--- src/rtl/register_bank_pkg.sv ---
// Shared types, sizes and helpers for the register bank.
package register_bank_pkg;

    localparam int DATA_W    = 32;
    localparam int ADDR_W    = 4;
    localparam int NUM_REGS  = 15;
    localparam int NUM_WORDS = 1 << ADDR_W;

    localparam logic [ADDR_W-1:0] PC_IDX = 4'd15;

    typedef logic [DATA_W-1:0] word_t;

    // One-hot write select for the stored registers; address 15 never selects
    // anything because the program counter lives outside the bank.
    function automatic logic [NUM_REGS-1:0] decodeWrite(
        input logic              we,
        input logic [ADDR_W-1:0] addr
    );
        logic [NUM_REGS-1:0] sel;
        sel = '0;
        for (int i = 0; i < NUM_REGS; i++) begin
            sel[i] = we && (addr != PC_IDX) && (addr == ADDR_W'(i));
        end
        return sel;
    endfunction

endpackage

--- src/rtl/register_bank_reg32_en.sv ---
// One 32-bit storage word with load enable and asynchronous active-low clear.
module reg32_en
    import register_bank_pkg::*;
(
    input  logic  clk_i,
    input  logic  rst_ni,
    input  logic  en_i,
    input  word_t d_i,
    output word_t q_o
);

    word_t data_q;
    word_t data_d;

    // Next value: load new data when enabled, otherwise hold.
    always_comb begin
        data_d = data_q;
        if (en_i) begin
            data_d = d_i;
        end
    end

    // Storage flop; clear wins immediately, so writes are blocked during reset.
    always_ff @(posedge clk_i or negedge rst_ni) begin
        if (!rst_ni) begin
            data_q <= '0;
        end else begin
            data_q <= data_d;
        end
    end

    assign q_o = data_q;

endmodule

--- src/rtl/register_bank.sv ---
// Register bank: R0..R14 stored, R15 supplied externally as the program counter.
// Two combinational read ports, one synchronous write port, no write bypass.
module register_bank
    import register_bank_pkg::*;
(
    input  logic              clk,
    input  logic              rst,
    input  logic [ADDR_W-1:0] A1,
    input  logic [ADDR_W-1:0] A2,
    input  logic [ADDR_W-1:0] A3,
    input  logic              WE3,
    input  word_t             WD3,
    input  word_t             R15,
    output word_t             RD1,
    output word_t             RD2
);

    logic [NUM_REGS-1:0] writeEn;
    word_t               regWords  [NUM_REGS];
    word_t               readWords [NUM_WORDS];

    // Write decoder: one-hot select of the target register, address 15 masked.
    always_comb begin
        writeEn = decodeWrite(WE3, A3);
    end

    for (genvar g = 0; g < NUM_REGS; g++) begin : gen_regs
        reg32_en u_reg (
            .clk_i  (clk),
            .rst_ni (rst),
            .en_i   (writeEn[g]),
            .d_i    (WD3),
            .q_o    (regWords[g])
        );
    end

    // Read table: stored words in slots 0..14, the live PC input in slot 15.
    always_comb begin
        for (int i = 0; i < NUM_REGS; i++) begin
            readWords[i] = regWords[i];
        end
        readWords[PC_IDX] = R15;
    end

    assign RD1 = readWords[A1];
    assign RD2 = readWords[A2];

endmodule

--- config.mk ---
export PLATFORM = sky130hd
export DESIGN_NAME = register_bank
export DESIGN_NICKNAME = d
export VERILOG_FILES = /design/src/rtl/register_bank_pkg.sv /design/src/rtl/register_bank_reg32_en.sv /design/src/rtl/register_bank.sv
export SDC_FILE = /design/constraint.sdc
export NUM_CORES = 1
export LEC_CHECK = 0
export ABC_AREA = 0
export CAP_MARGIN = 10
export CORE_ASPECT_RATIO = 2
export CORE_MARGIN = 3
export CORE_UTILIZATION = 45
export DETAILED_ROUTE_END_ITERATION = 6
export HOLD_SLACK_MARGIN = 0.15
export PLACE_DENSITY = 0.65
export SKIP_CTS_REPAIR_TIMING = 1
export SYNTH_ARGS = -nofsm -noshare
export SYNTH_HDL_FRONTEND = slang
export SYNTH_SLANG_ARGS = --single-unit
--- constraint.sdc ---
create_clock -name clk -period 1.88 [get_ports clk]
set_input_delay 0.188 -clock clk [delete_from_list [all_inputs] [get_ports clk]]
set_output_delay 0.188 -clock clk [all_outputs]
set_load 0.02 [all_outputs]
==> summary.md, run 1 <==
| Metric | Value |
|---|---|
| F_max | `0.446 GHz` |
| Placed insts | `2,505` |
| Total of buffers placed on input and output ports | `142` |
| Number of nets in the layout | `1,894` |
| Critical path data required time | `1.69 ns` |
| Class of the tightest hold or removal check | `input port to asynchronous set/reset pin` |
| Number of storage elements in the synthesis netlist | `480` |
| Tmin final | `2.24 ns` |
| Total area of multi-input combinational cells | `13,300 µm²` |
| Fin util | `0.572` |
| Fillers | `4,316` |
| Placer congestion estimate | `0.797` |
| Actual slew at the worst max-slew pin | `0.652 ns` |
| Maximum level of the CTS H-tree | `2` |
| Clock network latency to the later pin of the worst-skew pair | `0.59 ns` |
| Synth-to-Final Area Change | `25.4%` |
| First element of the critical path | `gen_regs[3].u_reg.q_o[13]` |
| Kind of start point of the critical path | `flop` |
| Register area | `12,000 µm²` |
| Met2 Wirelength | `41,600 µm` |
| Vias in the first global route | `17,900` |
| Cell variety after synth | `18` |
| Number of violations reported at the end of detailed-routing iteration 0 | `963` |
| Most used cell along the critical path | `buf_6` |
| Top Ports | `143` |
| Endpoint type of the worst setup path | `output port` |
| Startpoint-to-endpoint class of the critical path | `flop to output port` |
| Diode insertion count for antenna repair | `0` |
| Number of clock sinks | `480` |
| DR WL met3 | `3130 µm` |
| Total of max-cap violations | `0` |
| Most frequent standard cell in the layout excluding fill and tap cells | `dfrtp_1` |
| Fin cells | `2,593` |
| Worst path arrival time | `2.05 ns` |
| Portion of the clock cycle consumed by the worst path in the final layout | `1.19` |
| Number of instances in the synthesized netlist | `1,608` |
| First-pass GRT wire length | `115,000 µm` |
| DR pass1 iterations | `5` |
| Clock slew at reported path FFs | `0.07 ns` |
| Worst-path cell chain | `buf_6 -> mux4_2 -> a22oi_2 -> nand2_2 -> buf_6` |
| Die outline area | `59,200 µm²` |
| Worst Hold Margin | `0.281 ns` |
| Violations in the final reports | `setup timing` |
| Post-route ant nets | `0` |
| Warning count from the yosys run | `0` |
| Sequential share of the synthesized area | `0.475` |
| Fin. Hold Viols | `0` |
| Normalized max-slew margin | `0.564` |
| Sum of routed wire length over all layers | `75,700 µm` |
| Buf+Inv Stages, Crit Path | `2` |
| Setup violation total in the final timing report | `64` |
| Delay of the slowest critical-path stage | `0.48 ns` |
| Cell with the largest stage delay on the worst path | `mux4_2` |
| Origin of the critical flop-to-flop path | `gen_regs[3].u_reg.q_o[30]` |
| Family with the most delay on the worst path | `multiplexers` |
| Peak supply drop | `0.691 mV` |
| Clock skew after layout | `0 ns` |
| Routed via count | `16,200` |
| Die boundary width | `174 µm` |
| Final Max Slew Viols | `0` |
| Clock root buffer | `clkbuf_16` |
| Number of DRC violations after detailed routing | `0` |
| Cell area after synthesis | `25,300 µm²` |
| Number of buffers inserted during clock tree synthesis | `45` |
| Number of flip-flops under the largest register name | `480` |
| Bufs on Longest Clock Path | `3` |
| Critical-path maximum fanout | `2` |
| Leakage Power | `13.0 nW` |
| Estimated wirelength of the detail-placed design | `50,900 µm` |
| Worst-case setup margin in the final layout | `-0.362 ns` |
| Maximum number of pins on one net before global-route repair | `86` |
| Highest signal layer in the routed design | `met5` |
| P per Cell Area | `1060 nW/µm²` |
| Post-Synthesis Mean Instance Area | `15.7 µm²` |
| Total Routing Usage GR | `0.256` |
| Met1 wire length | `28,300 µm` |
| Run status | `finished with violations` |
| RSZ-0062 raised after global routing | `yes` |
| Total overflow reported by the global router | `0` |
| Initial cell density of the core | `0.456` |
| Height of the die | `341 µm` |
| CTS tree | `built` |
| Via density per instance | `6.25` |
| Cell row count | `122` |
| Core area | `55,400 µm²` |
| Mean routed wirelength per cell | `29.2 µm` |
| Total nets after synthesis | `1,687` |
| Highest-count cells in the layout ignoring fill and taps | `480 x dfrtp_1, 471 x mux2_2, 256 x mux4_2` |
| Initial antenna violation count | `1` |
| Layout cells sized above 1 | `0.658` |
cells by family after synthesis:
group,after synthesis,share of synthesized area
and+or+nand+nor,95,0.0162
AOI/OAI and AO/OA,128,0.0380
muxes,736,0.442
buffers and inverters,169,0.0285
DFF,480,0.475
area by class of cell:
cell class                      instances  area share
Tap cell                              744      0.0294
Clock buffer                           59      0.0388
Clock inverter                         22      0.0101
Multi-Input combinational cell        959       0.419
Sequential cell                       480       0.379
Timing Repair Buffer                  329       0.124
final timing paths:
check                                       endpoint  slack (ns)  cells past startpoint
setup reg to reg           gen_regs[3].u_reg.q_o[30]        0.98                      2
max in group asynchronous   gen_regs[3].u_reg.q_o[3]        1.07                      4
hold / removal              gen_regs[0].u_reg.q_o[0]        0.28                      3
setup / recovery                             RD1[13]       -0.36                      5
min in group clk           gen_regs[12].u_reg.q_o[6]        0.52                      1
hold reg to reg            gen_regs[12].u_reg.q_o[6]        0.52                      1
report_power, final:
part | switching [W] | leakage [nW] | internal (W)
registers | 0.00171 | 5.89 | 0.0127
clock network | 0.00421 | 0.755 | 0.00561
logic | 0.00365 | 6.32 | 0.00564
total | 0.00958 | 13.0 | 0.0240
metal layers:
metal	GRT usage	vias up
li1	-	6712
met1	0.311	8848
met2	0.468	503
met3	0.0294	138
met4	0.0963	2
met5	0	-
through the flow:
stage	power, W	setup TNS (ns)	cell area (µm²)	setup slack [ns]
floorplan	0.0199	0	25300	0.102
global placement	0.0228	-82.19	29400	-0.556
detailed placement	0.0233	-92.45	29400	-0.551
CTS	0.0332	-44.70	30900	-0.801
global route	0.0350	-17.74	31700	-0.385
finish	0.0336	-14.33	31700	-0.362
worst register-to-register path: stages (launching register included):
cell,delay (ns)
dfrtp_1,0.40
buf_4,0.14
mux2_2,0.26
cell usage after synthesis:
cell type / number / share of area
nor2_1: 11 / 0.0016
nand3_1: 1 / 0.00020
nand3b_1: 3 / 0.00089
nor2b_1: 4 / 0.00099
a22oi_1: 128 / 0.038
nand2_1: 66 / 0.0098
and3_1: 1 / 0.00025
dfrtp_1: 480 / 0.48
buf_2: 69 / 0.014
mux4_2: 256 / 0.23
mux2_1: 9 / 0.0040
mux2_2: 471 / 0.21
buf_1: 9 / 0.0013
clkbuf_1: 91 / 0.014
nand2b_1: 3 / 0.00074
nor3b_2: 1 / 0.00049
or3_1: 3 / 0.00074
and2_1: 2 / 0.00049
Note: power is estimated with default switching activity, not from simulation.
==> run 2, diff against run 1 <==
GPL_ROUTABILITY_DRIVEN = 0   (was default)
==> results of run 2 <==
The final DEF is identical to that of run 1; final timing and power are the same.
